## config.mk

```make
export PLATFORM = sky130hd
export DESIGN_NAME = reservation_station_flat
export DESIGN_NICKNAME = d
export VERILOG_FILES = /design/src/rtl/reservation_station_if.sv /design/src/rtl/reservation_station.sv /design/src/flat_wrapper.sv
export SDC_FILE = /design/constraint.sdc
export NUM_CORES = 1
export LEC_CHECK = 0
export CAP_MARGIN = 5
export CORE_MARGIN = 2
export CORE_UTILIZATION = 46
export DETAILED_ROUTE_END_ITERATION = 8
export GPL_ROUTABILITY_DRIVEN = 0
export PLACE_DENSITY = 0.71
export SYNTH_ARGS = -nofsm -noshare
export SYNTH_HDL_FRONTEND = slang
export SYNTH_SLANG_ARGS = --single-unit
```

## constraint.sdc

```tcl
create_clock -name clk1 -period 7.1 [get_ports clk1]
set_input_delay 0.71 -clock clk1 [delete_from_list [all_inputs] [get_ports clk1]]
set_output_delay 0.71 -clock clk1 [all_outputs]
set_load 0.01 [all_outputs]
```

## src/rtl/reservation_station_if.sv

```systemverilog
// Issue, CDB and dispatch signal bundle for the reservation station.
// The master side drives issue/CDB/flush and accepts dispatched ops; the
// slave side is the reservation station itself.
interface reservation_station_if #(
  parameter int DEPTH = 4,
  parameter int DW    = 8,
  parameter int TW    = 3,
  parameter int RW    = 4,
  parameter int FW    = 4
);
  localparam int CW = $clog2(DEPTH) + 1;

  logic          flush;
  // issue side
  logic          iss_valid;
  logic          iss_ready;
  logic [FW-1:0] iss_func;
  logic [RW-1:0] iss_rd;
  logic [TW-1:0] iss_rob;
  logic [DW-1:0] iss_vj;
  logic [TW-1:0] iss_qj;
  logic          iss_qj_pend;
  logic [DW-1:0] iss_vk;
  logic [TW-1:0] iss_qk;
  logic          iss_qk_pend;
  // common data bus
  logic          cdb_valid;
  logic [TW-1:0] cdb_tag;
  logic [DW-1:0] cdb_data;
  // dispatch side
  logic          disp_valid;
  logic          disp_ready;
  logic [FW-1:0] disp_func;
  logic [DW-1:0] disp_rs1;
  logic [DW-1:0] disp_rs2;
  logic [TW-1:0] disp_rob;
  logic [RW-1:0] disp_rd;
  logic [CW-1:0] count;

  modport master (
    output flush,
    output iss_valid, iss_func, iss_rd, iss_rob,
    output iss_vj, iss_qj, iss_qj_pend, iss_vk, iss_qk, iss_qk_pend,
    output cdb_valid, cdb_tag, cdb_data,
    output disp_ready,
    input  iss_ready,
    input  disp_valid, disp_func, disp_rs1, disp_rs2, disp_rob, disp_rd,
    input  count
  );

  modport slave (
    input  flush,
    input  iss_valid, iss_func, iss_rd, iss_rob,
    input  iss_vj, iss_qj, iss_qj_pend, iss_vk, iss_qk, iss_qk_pend,
    input  cdb_valid, cdb_tag, cdb_data,
    input  disp_ready,
    output iss_ready,
    output disp_valid, disp_func, disp_rs1, disp_rs2, disp_rob, disp_rd,
    output count
  );
endinterface

```

## src/rtl/reservation_station.sv

```systemverilog
// Reservation station: holds issued ALU ops until both operands have been
// captured (at issue or from the CDB), then presents the lowest-index ready
// op to exec. One issue and one dispatch per cycle at most.
module reservation_station #(
  parameter int DEPTH = 4,
  parameter int DW    = 8,
  parameter int TW    = 3,
  parameter int RW    = 4,
  parameter int FW    = 4
) (
  input logic                  clk1,
  input logic                  rst,
  reservation_station_if.slave bus
);
  localparam int IW = $clog2(DEPTH);
  localparam int CW = IW + 1;

  // Per-entry state gathered into vectors/arrays for the selectors
  logic [DEPTH-1:0] busy_vec;
  logic [DEPTH-1:0] pj_vec;
  logic [DEPTH-1:0] pk_vec;
  logic [DEPTH-1:0] ready_vec;
  logic [FW-1:0]    func_arr [DEPTH];
  logic [RW-1:0]    rd_arr   [DEPTH];
  logic [TW-1:0]    rob_arr  [DEPTH];
  logic [DW-1:0]    vj_arr   [DEPTH];
  logic [DW-1:0]    vk_arr   [DEPTH];

  logic [CW-1:0]    count_reg;

  logic             iss_ready_int;
  logic             issue_fire;
  logic             disp_fire;
  logic             disp_any;
  logic [IW-1:0]    disp_idx;
  logic             free_any;
  logic [IW-1:0]    free_idx;
  logic             byp_j;
  logic             byp_k;

  assign ready_vec     = busy_vec & ~pj_vec & ~pk_vec;
  // Free-slot availability comes only from the registered count, so a slot
  // released by this cycle's dispatch cannot be refilled until next cycle.
  assign iss_ready_int = (count_reg < CW'(DEPTH));
  assign issue_fire    = bus.iss_valid & iss_ready_int;
  assign disp_fire     = disp_any & bus.disp_ready;

  // A pending operand whose producer is broadcasting right now is taken
  // straight from the CDB instead of waiting another cycle.
  assign byp_j = bus.iss_qj_pend & bus.cdb_valid & (bus.iss_qj == bus.cdb_tag);
  assign byp_k = bus.iss_qk_pend & bus.cdb_valid & (bus.iss_qk == bus.cdb_tag);

  // Lowest-index ready entry for dispatch
  always_comb begin
    disp_any = 1'b0;
    disp_idx = '0;
    for (int i = DEPTH - 1; i >= 0; i--) begin
      if (ready_vec[i]) begin
        disp_any = 1'b1;
        disp_idx = IW'(i);
      end
    end
  end

  // Lowest-index free entry for issue
  always_comb begin
    free_any = 1'b0;
    free_idx = '0;
    for (int i = DEPTH - 1; i >= 0; i--) begin
      if (!busy_vec[i]) begin
        free_any = 1'b1;
        free_idx = IW'(i);
      end
    end
  end

  genvar gi;
  generate
    for (gi = 0; gi < DEPTH; gi++) begin : g_entry
      logic          busy_reg;
      logic          pj_reg;
      logic          pk_reg;
      logic [FW-1:0] func_reg;
      logic [RW-1:0] rd_reg;
      logic [TW-1:0] rob_reg;
      logic [DW-1:0] vj_reg;
      logic [TW-1:0] qj_reg;
      logic [DW-1:0] vk_reg;
      logic [TW-1:0] qk_reg;
      logic          issue_here;
      logic          disp_here;
      logic          cap_j;
      logic          cap_k;

      assign issue_here = issue_fire & free_any & (free_idx == IW'(gi));
      assign disp_here  = disp_fire & (disp_idx == IW'(gi));
      assign cap_j      = busy_reg & pj_reg & bus.cdb_valid & (qj_reg == bus.cdb_tag);
      assign cap_k      = busy_reg & pk_reg & bus.cdb_valid & (qk_reg == bus.cdb_tag);

      // Entry update: reset/flush clear, otherwise issue write, dispatch
      // release and CDB operand capture
      always_ff @(posedge clk1) begin
        if (rst || bus.flush) begin
          busy_reg <= 1'b0;
          pj_reg   <= 1'b0;
          pk_reg   <= 1'b0;
        end else if (issue_here) begin
          // Issue only targets a free entry, so no dispatch/capture overlap
          busy_reg <= 1'b1;
          func_reg <= bus.iss_func;
          rd_reg   <= bus.iss_rd;
          rob_reg  <= bus.iss_rob;
          qj_reg   <= bus.iss_qj;
          qk_reg   <= bus.iss_qk;
          vj_reg   <= byp_j ? bus.cdb_data : bus.iss_vj;
          vk_reg   <= byp_k ? bus.cdb_data : bus.iss_vk;
          pj_reg   <= bus.iss_qj_pend & ~byp_j;
          pk_reg   <= bus.iss_qk_pend & ~byp_k;
        end else begin
          if (disp_here) begin
            busy_reg <= 1'b0;
          end
          if (cap_j) begin
            vj_reg <= bus.cdb_data;
            pj_reg <= 1'b0;
          end
          if (cap_k) begin
            vk_reg <= bus.cdb_data;
            pk_reg <= 1'b0;
          end
        end
      end

      assign busy_vec[gi] = busy_reg;
      assign pj_vec[gi]   = pj_reg;
      assign pk_vec[gi]   = pk_reg;
      assign func_arr[gi] = func_reg;
      assign rd_arr[gi]   = rd_reg;
      assign rob_arr[gi]  = rob_reg;
      assign vj_arr[gi]   = vj_reg;
      assign vk_arr[gi]   = vk_reg;
    end
  endgenerate

  // Occupancy: +1 on accepted issue, -1 on accepted dispatch
  always_ff @(posedge clk1) begin
    if (rst || bus.flush) begin
      count_reg <= '0;
    end else if (issue_fire && !disp_fire) begin
      count_reg <= count_reg + CW'(1);
    end else if (!issue_fire && disp_fire) begin
      count_reg <= count_reg - CW'(1);
    end
  end

  // Dispatch fields read zero when nothing is presented
  assign bus.iss_ready  = iss_ready_int;
  assign bus.count      = count_reg;
  assign bus.disp_valid = disp_any;
  assign bus.disp_func  = disp_any ? func_arr[disp_idx] : '0;
  assign bus.disp_rs1   = disp_any ? vj_arr[disp_idx]   : '0;
  assign bus.disp_rs2   = disp_any ? vk_arr[disp_idx]   : '0;
  assign bus.disp_rob   = disp_any ? rob_arr[disp_idx]  : '0;
  assign bus.disp_rd    = disp_any ? rd_arr[disp_idx]   : '0;

endmodule
```

## src/flat_wrapper.sv

```systemverilog
// flat-port wrapper written by rule: the top's interface ports become plain ports
module reservation_station_flat 
#(
  parameter int DEPTH = 4,
  parameter int DW    = 8,
  parameter int TW    = 3,
  parameter int RW    = 4,
  parameter int FW    = 4
)
  (clk1, rst, bus_flush, bus_iss_valid, bus_iss_func, bus_iss_rd, bus_iss_rob, bus_iss_vj, bus_iss_qj, bus_iss_qj_pend, bus_iss_vk, bus_iss_qk, bus_iss_qk_pend, bus_cdb_valid, bus_cdb_tag, bus_cdb_data, bus_disp_ready, bus_iss_ready, bus_disp_valid, bus_disp_func, bus_disp_rs1, bus_disp_rs2, bus_disp_rob, bus_disp_rd, bus_count);
  reservation_station_if #(.DEPTH(DEPTH), .DW(DW), .TW(TW), .RW(RW), .FW(FW)) bus_i ();
  input logic clk1;
  input logic rst;
  input wire logic [$bits(bus_i.flush)-1:0] bus_flush;
  input wire logic [$bits(bus_i.iss_valid)-1:0] bus_iss_valid;
  input wire logic [$bits(bus_i.iss_func)-1:0] bus_iss_func;
  input wire logic [$bits(bus_i.iss_rd)-1:0] bus_iss_rd;
  input wire logic [$bits(bus_i.iss_rob)-1:0] bus_iss_rob;
  input wire logic [$bits(bus_i.iss_vj)-1:0] bus_iss_vj;
  input wire logic [$bits(bus_i.iss_qj)-1:0] bus_iss_qj;
  input wire logic [$bits(bus_i.iss_qj_pend)-1:0] bus_iss_qj_pend;
  input wire logic [$bits(bus_i.iss_vk)-1:0] bus_iss_vk;
  input wire logic [$bits(bus_i.iss_qk)-1:0] bus_iss_qk;
  input wire logic [$bits(bus_i.iss_qk_pend)-1:0] bus_iss_qk_pend;
  input wire logic [$bits(bus_i.cdb_valid)-1:0] bus_cdb_valid;
  input wire logic [$bits(bus_i.cdb_tag)-1:0] bus_cdb_tag;
  input wire logic [$bits(bus_i.cdb_data)-1:0] bus_cdb_data;
  input wire logic [$bits(bus_i.disp_ready)-1:0] bus_disp_ready;
  output wire logic [$bits(bus_i.iss_ready)-1:0] bus_iss_ready;
  output wire logic [$bits(bus_i.disp_valid)-1:0] bus_disp_valid;
  output wire logic [$bits(bus_i.disp_func)-1:0] bus_disp_func;
  output wire logic [$bits(bus_i.disp_rs1)-1:0] bus_disp_rs1;
  output wire logic [$bits(bus_i.disp_rs2)-1:0] bus_disp_rs2;
  output wire logic [$bits(bus_i.disp_rob)-1:0] bus_disp_rob;
  output wire logic [$bits(bus_i.disp_rd)-1:0] bus_disp_rd;
  output wire logic [$bits(bus_i.count)-1:0] bus_count;
  assign bus_i.flush = bus_flush;
  assign bus_i.iss_valid = bus_iss_valid;
  assign bus_i.iss_func = bus_iss_func;
  assign bus_i.iss_rd = bus_iss_rd;
  assign bus_i.iss_rob = bus_iss_rob;
  assign bus_i.iss_vj = bus_iss_vj;
  assign bus_i.iss_qj = bus_iss_qj;
  assign bus_i.iss_qj_pend = bus_iss_qj_pend;
  assign bus_i.iss_vk = bus_iss_vk;
  assign bus_i.iss_qk = bus_iss_qk;
  assign bus_i.iss_qk_pend = bus_iss_qk_pend;
  assign bus_i.cdb_valid = bus_cdb_valid;
  assign bus_i.cdb_tag = bus_cdb_tag;
  assign bus_i.cdb_data = bus_cdb_data;
  assign bus_i.disp_ready = bus_disp_ready;
  assign bus_iss_ready = bus_i.iss_ready;
  assign bus_disp_valid = bus_i.disp_valid;
  assign bus_disp_func = bus_i.disp_func;
  assign bus_disp_rs1 = bus_i.disp_rs1;
  assign bus_disp_rs2 = bus_i.disp_rs2;
  assign bus_disp_rob = bus_i.disp_rob;
  assign bus_disp_rd = bus_i.disp_rd;
  assign bus_count = bus_i.count;
  reservation_station #(.DEPTH(DEPTH), .DW(DW), .TW(TW), .RW(RW), .FW(FW)) u_core (.clk1(clk1), .rst(rst), .bus(bus_i));
endmodule
```

# After elaboration in Yosys (flattened, before gate mapping)
# Index checks and enable logic that the tools add are counted.
[totals]
wordCells = 222
regBits = 147
output_inout_bits = 32
[op_classes]
add_sub_neg = 2
mux = 80
bitwise = 49
reduce_logical = 32
eq_ne = 16
n_lt_le_gt_ge = 2
[op_table]
columns = ["cell", "n"]
rows = [
  ["2-to-1 mux 8 bit", 24],
  ["bitwise AND 1 bit", 41],
  ["binary-select mux 8 bit (select 2 bit)", 2],
  ["2-to-1 mux 1 bit", 32],
  ["== test 3 bit", 10],
  ["nonzero test 2 bit", 13],
  ["2-to-1 mux 4 bit", 6],
  ["AND reduction 2 bit", 12],
  ["binary-select mux 4 bit (select 2 bit)", 2],
  ["2-to-1 mux 2 bit", 8],
  ["2-to-1 mux 3 bit", 5],
  ["bitwise AND 4 bit", 2],
  ["== test 2 bit (second input constant)", 4],
  ["NOT 4 bit", 2],
  ["binary-select mux 3 bit (select 2 bit)", 1],
  ["== test 2 x 1 -> 1 bit (second input constant)", 2],
  ["zero test 2 bit", 2],
  ["adder 3 x 1 -> 3 bit (second input constant)", 1],
  [">= comparator 3 bit (second input constant)", 1],
  ["less-than comparator 3 bit (second input constant)", 1],
  ["NOT 1 bit", 3],
  ["NOT 2 -> 3 bit", 1],
  ["subtractor 3 x 1 -> 3 bit (second input constant)", 1],
  ["logical AND 1 bit", 2],
  ["other kinds (2)", 3],
]

# Depth between registers and ports, before layout
# Gate-level depths: netlist of the first run.
[logic_depth]
ltp_word = 12
ltp_mapped = 10
depth_no_buf = 10

# Worst setup path after synthesis of the first run
# Ideal clock, no wire load.
[synth_timing]
path_type = "input-to-reg"
from = "in bus_flush"
to = "reg u_core.g_entry[0].func_reg[0] (enable)"
path_buffers = 2
slack_ps = 4577
stages = 4
arrival_ps = 2132
cell_sequence = "or2_2 -> clkbuf_1 -> buf_1 -> nor2_1"
[synth_between]
elab_chain_len = 3
[synth_lines]
columns = ["item", "line", "text"]
rows = [
  ["from (decl)", "flat_wrapper.sv:14", "input wire logic [$bits(bus_i.flush)-1:0] bus_flush;"],
  ["logical OR 1 bit", "reservation_station.sv:103", "if (rst || bus.flush) begin"],
  ["NOT 1 bit (no line)", "n/a", ""],
  ["AND reduction 2 bit (no line)", "n/a", ""],
  ["to (signal assigned)", "reservation_station.sv:110", "func_reg <= bus.iss_func;"],
  ["to (decl)", "reservation_station.sv:83", "logic [FW-1:0] func_reg;"],
]
# No other way between the ends.
# A chain may end at the register's enable or synchronous reset.

# Worst setup path in the final report of the first run
[layout_timing]
from = "reg u_core.g_entry[1].busy_reg"
to = "out bus_disp_rd[1]"
[layout_between]
elab_chain_len = 9
elab_cells_between_ends = 11
classes_between = "8 x mux; 3 x bitwise"
[layout_lines]
columns = ["item", "line", "text"]
rows = [
  ["from (decl)", "reservation_station.sv:80", "logic busy_reg;"],
  ["from (signal assigned)", "reservation_station.sv:104", "busy_reg <= 1'b0;"],
  ["from (signal assigned)", "reservation_station.sv:109", "busy_reg <= 1'b1;"],
  ["from (signal assigned)", "reservation_station.sv:121", "busy_reg <= 1'b0;"],
  ["bitwise AND 4 bit (*) (2 in a row)", "reservation_station.sv:41", "assign ready_vec = busy_vec & ~pj_vec & ~pk_vec;"],
  ["2-to-1 mux 2 bit (2 in a row)", "reservation_station.sv:58", "if (ready_vec[i]) begin"],
  ["NOT 2 -> 3 bit (implied by the code)", "reservation_station.sv:164", "assign bus.disp_rd = disp_any ? rd_arr[disp_idx] : '0;"],
  ["binary-select mux 4 bit (select 2 bit)", "reservation_station.sv:164", ""],
  ["2-to-1 mux 4 bit (implied by the code) (2 in a row)", "reservation_station.sv:164", ""],
  ["2-to-1 mux 4 bit (*)", "reservation_station.sv:164", ""],
  ["to (decl)", "flat_wrapper.sv:35", "output wire logic [$bits(bus_i.disp_rd)-1:0] bus_disp_rd;"],
]
# Every way passes the cells marked *; elsewhere a longest branch is shown, timed or not. The select of a mux whose other input is x is not followed.

==> metrics.md, run 1 <==
| Metric | Value |
|---|---|
| Outcome | completed |
| Vias in the first global route | 4243 |
| P_leak | 2.71 nW |
| TNS Setup | 0 ps |
| CTS tree | built |
| Switching share of power | 0.234 |
| Reg power frac | 0.491 |
| Maxcap violations | 0 |
| Worst slew margin | 0.150 |
| Max Buffers Root-to-Sink | 2 |
| Power, Total | 1.96 mW |
| Worst skew pair latency | 420 ps |
| Post-synthesis cell count | around 460 |
| Syn nets | 509 |
| Setup Viol. Count Final | 0 |
| Arrival @ worst endpoint | 3490 ps |
| Clock Skew | approximately 6 ps |
| First-pass GRT wire length | 23.9 mm |
| DP Wirelength | roughly 10 mm |
| Register area | 4260 µm² |
| Slew Limit Fails | 0 |
| # resized after CTS | 0 |
| Total die area | ~15000 µm² |
| Antenna violations before repair | 0 |
| Yosys warns | 0 |
| Number of synthesized flops with an enable pin | 132 |
| Core box area | around 14000 µm² |
| Synth Flop Type | edfxtp_1 |
| Clock slew at reported path FFs | 60 ps |
| Pwr dens | 239 nW/µm² |
| P_int | 1.50 mW |
| Sw power | 458 µW |
| CTS sink count | 147 |
| Vias | 4223 |
| Largest net degree at the start of global routing | 31 |
| CTS root buf | clkbuf_16 |
| Cts bufs inserted | 17 |
| Final core occ | 0.585 |
| Final Cycle Share | 0.592 |
| Synth area leaders | edfxtp_1, mux2_2, dfxtp_1, xor2_1, a221oi_1 |
| Cell taking the most area after synthesis | edfxtp_1 |
| Crit-path slowest cell | nor3b_2 |
| Cells after DPL | 698 |
| H-Tree Depth | 4 |
| Final nets | just under 600 |
| HP Class | reg2reg |
| Die W | 124 µm |
| Combinational share of power | 0.088 |
| Register bit total from synthesis | between 100 and 150 |
| Final Non-Filler Cells | 730 |
| I/O pin total | between 80 and 90 |
| Number of setup buffers added after CTS | 0 |
| DRC violations left | 0 |
| Detailed Route Iter0 Violations | about 340 |
| Die height | 124 µm |
| Antenna diode count | 0 |
| Unique masters post-synth | between 40 and 50 |
| Layout cells sized above 1 | 0.207 |
| Pre-Repair DR Iteration Count | 5 |
| Max incr delay on CP | 920 ps |
| Fmax | 238 MHz |
| Crit path time final | between 4000 and 5000 ps |
| Critical Path RT | 6390 ps |
| Grt ovf | 0 |
| DR vias/cell | 5.78 |
| Clock network power share | 0.421 |
| Antenna viol nets, final | 0 |
| I/O Buffers | 83 |
| Layout area overhead | 22.9% |
| Fillers | about 1100 |
| Worst Path Max Fanout | 28 |
| Total GRT Usage | 0.202 |
| Avg Cell Area, Syn | 14.6 µm² |
| Initial Utilization | 0.476 |
| Worst Setup Start Kind | register |
| WL final | 15.1 mm |
| Drt wl/cell | 20.6 µm |
| Sequential area share after synthesis | 0.640 |
| Worst slew pin tran | 1270 ps |
| CP cell instances | nor3b_2, buf_4, nor2b_2, a221oi_1, o2bb2ai_1, clkdlybuf4s50_1 |
| Synthesized area | 6660 µm² |
| Multi-input gate area | 2260 µm² |
| Final hold vios | 0 |
| Top-area cell type share of the netlist area | 0.595 |
| Post-synth ARST share | 0 |
| Hold_buf cts | 0 |
| Placement row count | 43 |
| Worst setup path class | reg2out |
| Critical Path End Type | output pin |
| RSZ-0062 raised after global routing | false |
| IR drop worst, VDD | roughly 0.14 mV |
[worst max-delay path: cells and delay by family, from the launching register on]
| kind | cells | cell delay [ps] |
|---|---|---|
| AO/OA/AOI/OAI | 2 | 610 |
| buffers and inverters | 2 | 870 |
| flip-flops | 1 | 400 |
| AND/OR/NAND/NOR | 2 | 1180 |
[worst paths after layout]
kind | cells past startpoint | slack [ps] | startpoint | end
max | 6 | 2900 | u_core.g_entry[1].busy_reg$_SDFFE_PP0P_ | bus_disp_rd[1]
min | 2 | 520 | u_core.g_entry[3].pj_reg$_SDFFE_PP0P_ | u_core.g_entry[3].pj_reg$_SDFFE_PP0P_
max reg2reg | 11 | 3990 | u_core.g_entry[1].busy_reg$_SDFFE_PP0P_ | u_core.bus.count[2]$_SDFFE_PP0P_
min reg2reg | 2 | 520 | u_core.g_entry[3].pj_reg$_SDFFE_PP0P_ | u_core.g_entry[3].pj_reg$_SDFFE_PP0P_
[cell families after synthesis]
kind of cell / synth area share
XOR/XNOR: 0.0421
flip-flops: 0.640
AND/OR/NAND/NOR: 0.0804
adder cells (fa/ha/maj): 0.00489
AO/OA/AOI/OAI: 0.0951
multiplexers: 0.114
buffers and inverters: 0.0229
[Yosys cell counts, drive strengths merged, types with 2 or more instances]
master,n
clkbuf,9
nand3,9
xor2,32
o21ai,2
o2bb2ai,27
mux2,64
or2,2
a221oi,27
dfxtp,15
nor3b,3
nand2,16
nor2,44
nand2b,5
o32ai,8
edfxtp,132
nor4,10
buf,18
nor2b,5
or3b,2
inv,2
a21oi,10
[per-layer routing]
layer,vias to the layer above,wire length [µm],global-route usage
li1,1957,-,-
met1,2091,6340,0.259
met2,144,7530,0.331
met3,31,784,0.0425
met4,0,405,0.0932
met5,-,0,0
[cell usage in the layout, fill, tap and decap left out, drive strengths merged, types with 2 or more instances in the layout]
| cell type | Yosys | layout |
|---|---|---|
| inv | 2 | 8 |
| nor2 | 44 | 44 |
| nor4 | 10 | 10 |
| or3b | 2 | 2 |
| buf | 18 | 7 |
| o2bb2ai | 27 | 27 |
| o21ai | 2 | 2 |
| nand3 | 9 | 9 |
| a221oi | 27 | 27 |
| clkbuf | 9 | 18 |
| nor2b | 5 | 5 |
| or2 | 2 | 2 |
| clkdlybuf4s50 | 0 | 83 |
| mux2 | 64 | 64 |
| nor3b | 3 | 3 |
| nand2b | 5 | 5 |
| clkinvlp | 0 | 4 |
| xor2 | 32 | 32 |
| a21oi | 10 | 10 |
| o32ai | 8 | 8 |
| dfxtp | 15 | 15 |
| nand2 | 16 | 16 |
| edfxtp | 132 | 132 |
| clkinv | 0 | 4 |
[layout make-up]
| cell class | instances | area share |
|---|---|---|
| timing repair buffer | 90 | 0.108 |
| sequential | 147 | 0.521 |
| clock buffer | 18 | 0.0524 |
| multi-input combinational | 279 | 0.276 |
| clock inverter | 14 | 0.0147 |
| tap | 180 | 0.0275 |
| inverter | 2 | 0.000917 |
[stage by stage]
stage,hold WS [ps],setup WS [ps],area [µm²]
final,516,2900,8190
after global routing,520,2700,8190
after CTS,510,2870,8190
after detailed placement,501,3330,7640
after global placement,492,3460,7640
after floorplan,471,4580,6660
[power by group through the flow]
stage / logic [mW] / registers, mW / clock network [mW]
global route: 0.187 / 0.960 / 0.875
detailed placement: 0.173 / 0.978 / 0
floorplan: 0.0877 / 0.978 / 0
finish: 0.173 / 0.960 / 0.824
global placement: 0.169 / 0.978 / 0
CTS: 0.174 / 0.960 / 0.833
Note: power is estimated with default switching activity, not from simulation.
==> run 2: changes to the inputs <==
Settings changed: PLACE_DENSITY 0.71 to 0.74.
Clock period 7.1 ns to 3.43 ns, I/O delays scaled along.
==> metrics.md, run 2 (synthesis gave the netlist of run 1 again) <==
| Metric | Value |
|---|---|
| Pwr dens | 502 nW/µm² (was 239 nW/µm²) |
| Pre-Repair DR Iteration Count | 4 (was 5) |
| Worst Path Max Fanout | 23 (was 28) |
| RSZ-0062 raised after global routing | false (unchanged) |
| Grt ovf | 0 (unchanged) |
| Arrival @ worst endpoint | 2790 ps (was 3490 ps) |
| Met3 Use GR | 0.0404 (was 0.0425) |
| Worst Setup SP | u_core.g_entry[1].busy_reg$_SDFFE_PP0P_ (unchanged) |
| Outcome | completed (unchanged) |
| Commonest non-fill, non-tap cell in the layout | edfxtp_1 (unchanged) |
| Initial Utilization | 0.476 (unchanged) |
| Layout area overhead | 25.5% (was 22.9%) |
| Crit path time final | 3130 ps |
| Busiest grt layer | met2 (unchanged) |
| I/O Buffers | 83 (unchanged) |
| Highest-count cells in the layout ignoring fill and taps | edfxtp_1, clkdlybuf4s50_1, mux2_2, nor2_1, xor2_1 (unchanged) |
| Worst slew margin | 0.435 (was 0.150) |
| Layout cells sized above 1 | 0.231 (was 0.207) |
| Clock slew at reported path FFs | 60 ps (about the same) |
| Crit-path slowest cell | clkdlybuf4s50_1 (was nor3b_2) |
| Final nets | 607 (was 591) |
| Max Buffers Root-to-Sink | 2 (unchanged) |
| I/O pin total | 84 (unchanged) |
| Hold_buf cts | 0 (unchanged) |
| Worst slew pin tran | 848 ps (was 1270 ps) |
| Fmax | 319 MHz |
| Final hold vios | 0 (unchanged) |
| Die W | 124 µm (unchanged) |
| DRC violations left | 0 (unchanged) |
| CTS tree | built (unchanged) |
| H-Tree Depth | 4 (unchanged) |
| Worst setup path class | reg2out (unchanged) |
| Clock Skew | 10.2 ps (was 6.16 ps) |
| Antenna violations before repair | 0 (unchanged) |
| IR drop worst, VDD | 0.365 mV (was 0.140 mV) |
| DR vias/cell | 5.77 (was 5.78) |
| Worst skew pair latency | 430 ps (was 420 ps) |
| CP cell instances | nor3b_2, buf_4, a221oi_1, o2bb2ai_1, clkdlybuf4s50_1 (was nor3b_2, buf_4, nor2b_2, a221oi_1, o2bb2ai_1, clkdlybuf4s50_1) |
| Max incr delay on CP | 590 ps (was 920 ps) |
| Largest net degree at the start of global routing | 31 (unchanged) |
| Slew Limit Fails | 0 (unchanged) |
| Final Cycle Share | 0.913 |
| Total die area | 15500 µm² (unchanged) |
| Number of setup buffers added after CTS | 0 (unchanged) |
| Min-delay src | u_core.g_entry[3].pj_reg$_SDFFE_PP0P_ (unchanged) |
| Drt wl/cell | 20.6 µm (about the same) |
| Launching point of the worst reg2reg path | u_core.g_entry[1].busy_reg$_SDFFE_PP0P_ (unchanged) |
| Critical Path End Type | output pin (unchanged) |
| GR Layer Usage met1 | 0.264 (was 0.259) |
| Antenna viol nets, final | 0 (unchanged) |
| Critical Path RT | 3090 ps (was 6390 ps) |
| Vias in the first global route | 4486 (was 4243) |
| First-pass GRT wire length | 24.3 mm (was 23.9 mm) |
| HP Class | reg2reg (unchanged) |
| P_leak | 2.82 nW (was 2.71 nW) |
| Detailed Route Iter0 Violations | 391 (was 336) |
| CTS root buf | clkbuf_16 (unchanged) |
| DP Wirelength | 10.2 mm (was 9.99 mm) |
| Total GRT Usage | 0.204 (was 0.202) |
| M2 GR Usage | 0.332 (was 0.331) |
| # resized after CTS | 0 (unchanged) |
| Setup Viol. Count Final | 0 (unchanged) |
| Worst Setup Start Kind | register (unchanged) |
| Cts bufs inserted | 17 (unchanged) |
| Placement row count | 43 (unchanged) |
| CTS sink count | 147 (unchanged) |
| Maxcap violations | 0 (unchanged) |
| Vias | 4303 (was 4223) |
| Final core occ | 0.597 (was 0.585) |
| WL final | 15.4 mm (was 15.1 mm) |
| TNS Setup | 0 ps (unchanged) |
| Core box area | 14000 µm² (unchanged) |
| Die height | 124 µm (unchanged) |
| Antenna diode count | 0 (unchanged) |
-- run 2: cell types whose count changed in the layout (fill, tap and decap cells not counted), sizes merged --
cell / delta
clkinvlp: -2
bufinv: +2
clkinv: +2
inv: -1
buf: +16
clkbuf: -1
-- run 2: final cells by class --
cell class                 instances  area (µm²)
clock buffer                      17         425
clock inverter                    15         171
inverter                           2        7.51
timing repair buffer             106        1000
fill                            1102        5630
multi-input combinational        279        2260
tap                              180         225
sequential                       147        4260
-- run 2: worst max-delay path: cells and delay by family (launching register included) --
kind	cells	cell delay, ps
simple gates	1	570
compound gates	2	370
buf+inv	2	1010
flops	1	400
-- run 2: final timing paths --
| kind | to | slack [ps] | cells past startpoint |
|---|---|---|---|
| hold reg to reg | u_core.g_entry[3].pj_reg$_SDFFE_PP0P_ | 520 | 2 |
| hold / removal | u_core.g_entry[3].pj_reg$_SDFFE_PP0P_ | 520 | 2 |
| setup / recovery | bus_disp_rs2[7] | 300 | 5 |
| setup reg to reg | u_core.bus.count[2]$_SDFFE_PP0P_ | 970 | 10 |
-- run 2: metrics by stage --
stage / hold slack, ps / instances / power [mW] / setup WS (ps) / area, µm²
3_5_place_dp: 507 / 714 / 2.39 / 595 / 7760
4_1_cts: 515 / 746 / 4.22 / 285 / 8350
2_1_floorplan: 438 / 455 / 2.21 / 1170 / 6660
5_1_grt: 553 / 746 / 4.32 / 106 / 8350
3_3_place_gp: 497 / 714 / 2.38 / 645 / 7760
6_report: 522 / 746 / 4.20 / 299 / 8350
-- run 2: power by group --
group / total, mW / switching, mW / leakage (nW) / internal (mW)
clock network: 1.84 / 0.758 / 0.285 / 1.09
registers: 1.99 / 0.0107 / 1.31 / 1.98
logic: 0.366 / 0.177 / 1.22 / 0.188
-- run 2: per-layer routing --
layer / vias up / routed length [µm]
met1: 2141 / 6610
met4: 0 / 410
li1: 1992 / -
met3: 31 / 753
met5: - / 0
met2: 139 / 7600
==> run 3: changes to the inputs <==
Clock period 3.43 ns to 3.6 ns, I/O delays scaled along.
==> metrics.md, run 3 (synthesis gave the netlist of run 1 again) <==
| Metric | Value |
|---|---|
| Hold slack | 512 ps (was 522 ps) |
| Vias in the first global route | 4545 (was 4486) |
| Initial Utilization | 0.476 (unchanged) |
| Maxcap violations | 0 (unchanged) |
| Worst skew pair latency | 420 ps (was 430 ps) |
| First-pass GRT wire length | 24.5 mm (was 24.3 mm) |
| Antenna diode count | 0 (unchanged) |
| Pwr dens | 466 nW/µm² (was 502 nW/µm²) |
| Antenna viol nets, final | 0 (unchanged) |
| DRC violations left | 0 (unchanged) |
| Vias | 4316 (was 4303) |
| Worst Setup Start Kind | register (unchanged) |
| Die height | 124 µm (unchanged) |
| WL final | 15.4 mm (about the same) |
| Power, Total | 3.86 mW (was 4.20 mW) |
| Worst slew pin tran | 852 ps (was 848 ps) |
| Highest-count cells in the layout ignoring fill and taps | edfxtp_1, clkdlybuf4s50_1, mux2_2, nor2_1, xor2_1 (unchanged) |
| Final hold vios | 0 (unchanged) |
| I/O pin total | 84 (unchanged) |
| Family with the most delay on the worst path | simple AND/OR/NAND/NOR gates (was buffers and inverters) |
| RSZ-0062 raised after global routing | false (unchanged) |
| CTS root buf | clkbuf_16 (unchanged) |
| Max incr delay on CP | 620 ps (was 590 ps) |
| Drt wl/cell | 20.8 µm (was 20.6 µm) |
| Slew Limit Fails | 0 (unchanged) |
| WP buf/inv | 2 (unchanged) |
| Layout cells sized above 1 | 0.213 (was 0.231) |
| Final nets | 606 (was 607) |
| Final Cycle Share | 0.895 |
| Crit-path slowest cell | nor3b_2 (was clkdlybuf4s50_1) |
| CTS tree | built (unchanged) |
| Clock Skew | 6.90 ps (was 10.2 ps) |
| I/O Buffers | 83 (unchanged) |
| Worst Path Max Fanout | 25 (was 23) |
| Worst slew margin | 0.430 (was 0.435) |
| CP cell instances | nor3b_2, nor2b_2, buf_4, a221oi_1, o2bb2ai_1, clkdlybuf4s50_1 (was nor3b_2, buf_4, a221oi_1, o2bb2ai_1, clkdlybuf4s50_1) |
| Placement row count | 43 (unchanged) |
| Largest net degree at the start of global routing | 31 (unchanged) |
| Fmax | 310 MHz |
| # resized after CTS | 0 (unchanged) |
| P_leak | 2.79 nW (was 2.82 nW) |
| Layout area overhead | 24.4% (was 25.5%) |
| Grt ovf | 0 (unchanged) |
| Clock slew at reported path FFs | 50 ps (was 60 ps) |
| Commonest non-fill, non-tap cell in the layout | edfxtp_1 (unchanged) |
| IR drop worst, VDD | 0.336 mV (was 0.365 mV) |
| Antenna violations before repair | 0 (unchanged) |
| Detailed Route Iter0 Violations | 311 (was 391) |
| Core box area | 14000 µm² (unchanged) |
| H-Tree Depth | 4 (unchanged) |
| Cts bufs inserted | 17 (unchanged) |
| Total GRT Usage | 0.207 (was 0.204) |
| Pre-Repair DR Iteration Count | 6 (was 4) |
| Max Buffers Root-to-Sink | 2 (unchanged) |
| Outcome | completed (unchanged) |
| Fillers | 1092 (was 1102) |
| Arrival @ worst endpoint | 2860 ps (was 2790 ps) |
| Critical Path RT | 3240 ps (was 3090 ps) |
| TNS Setup | 0 ps (unchanged) |
| Worst setup path class | reg2out (unchanged) |
| Setup Viol. Count Final | 0 (unchanged) |
| HP Class | reg2reg (unchanged) |
| Final core occ | 0.592 (was 0.597) |
| Total die area | 15500 µm² (unchanged) |
| DP Wirelength | 10.2 mm (about the same) |
| DR vias/cell | 5.81 (was 5.77) |
| CTS sink count | 147 (unchanged) |
| Critical Path End Type | output pin (unchanged) |
| Crit path time final | 3220 ps |
| Die W | 124 µm (unchanged) |
| Number of setup buffers added after CTS | 0 (unchanged) |
| Hold_buf cts | 0 (unchanged) |
==> run 3: final timing paths <==
kind / startpoint / end / slack, ps / cells after the start
max: u_core.g_entry[1].busy_reg$_SDFFE_PP0P_ / bus_disp_rs1[6] / 380 / 6
min: u_core.g_entry[3].pj_reg$_SDFFE_PP0P_ / u_core.g_entry[3].pj_reg$_SDFFE_PP0P_ / 510 / 2
max reg2reg: u_core.g_entry[0].busy_reg$_SDFFE_PP0P_ / u_core.bus.count[2]$_SDFFE_PP0P_ / 1050 / 11
min reg2reg: u_core.g_entry[3].pj_reg$_SDFFE_PP0P_ / u_core.g_entry[3].pj_reg$_SDFFE_PP0P_ / 510 / 2
==> run 3: tightest hold or removal path, cell delays in order (launching register included) <==
cell	delay (ps)
dfxtp_1	320
nand3_1	70
o32ai_1	70
==> run 3: where the power goes <==
group | switching, mW | internal [mW]
clock | 0.623 | 0.996
combinational | 0.170 | 0.179
sequential | 0.0103 | 1.88
==> run 3: routing by layer <==
metal / vias up / track usage / wire, µm
li1: 1974 / - / -
met5: - / 0 / 0
met1: 2160 / 0.256 / 6420
met3: 26 / 0.0473 / 907
met4: 0 / 0.0859 / 280
met2: 156 / 0.352 / 7840
==> run 3: metrics by stage <==
step	cells	setup slack [ps]	instance area, µm²
finish	743	379	8280
global route	743	164	8280
CTS	743	344	8280
detailed placement	713	730	7750
global placement	713	803	7750
floorplan	455	1340	6660
==> run 3: layout make-up <==
| type | count | area (µm²) | share of cell area |
|---|---|---|---|
| Inverter | 2 | 7.51 | 0.000907 |
| Sequential cell | 147 | 4260 | 0.515 |
| Clock buffer | 21 | 440 | 0.0532 |
| Timing Repair Buffer | 105 | 996 | 0.120 |
| Clock inverter | 9 | 90.1 | 0.0109 |
| Tap cell | 180 | 225 | 0.0272 |
| Multi-Input combinational cell | 279 | 2260 | 0.273 |
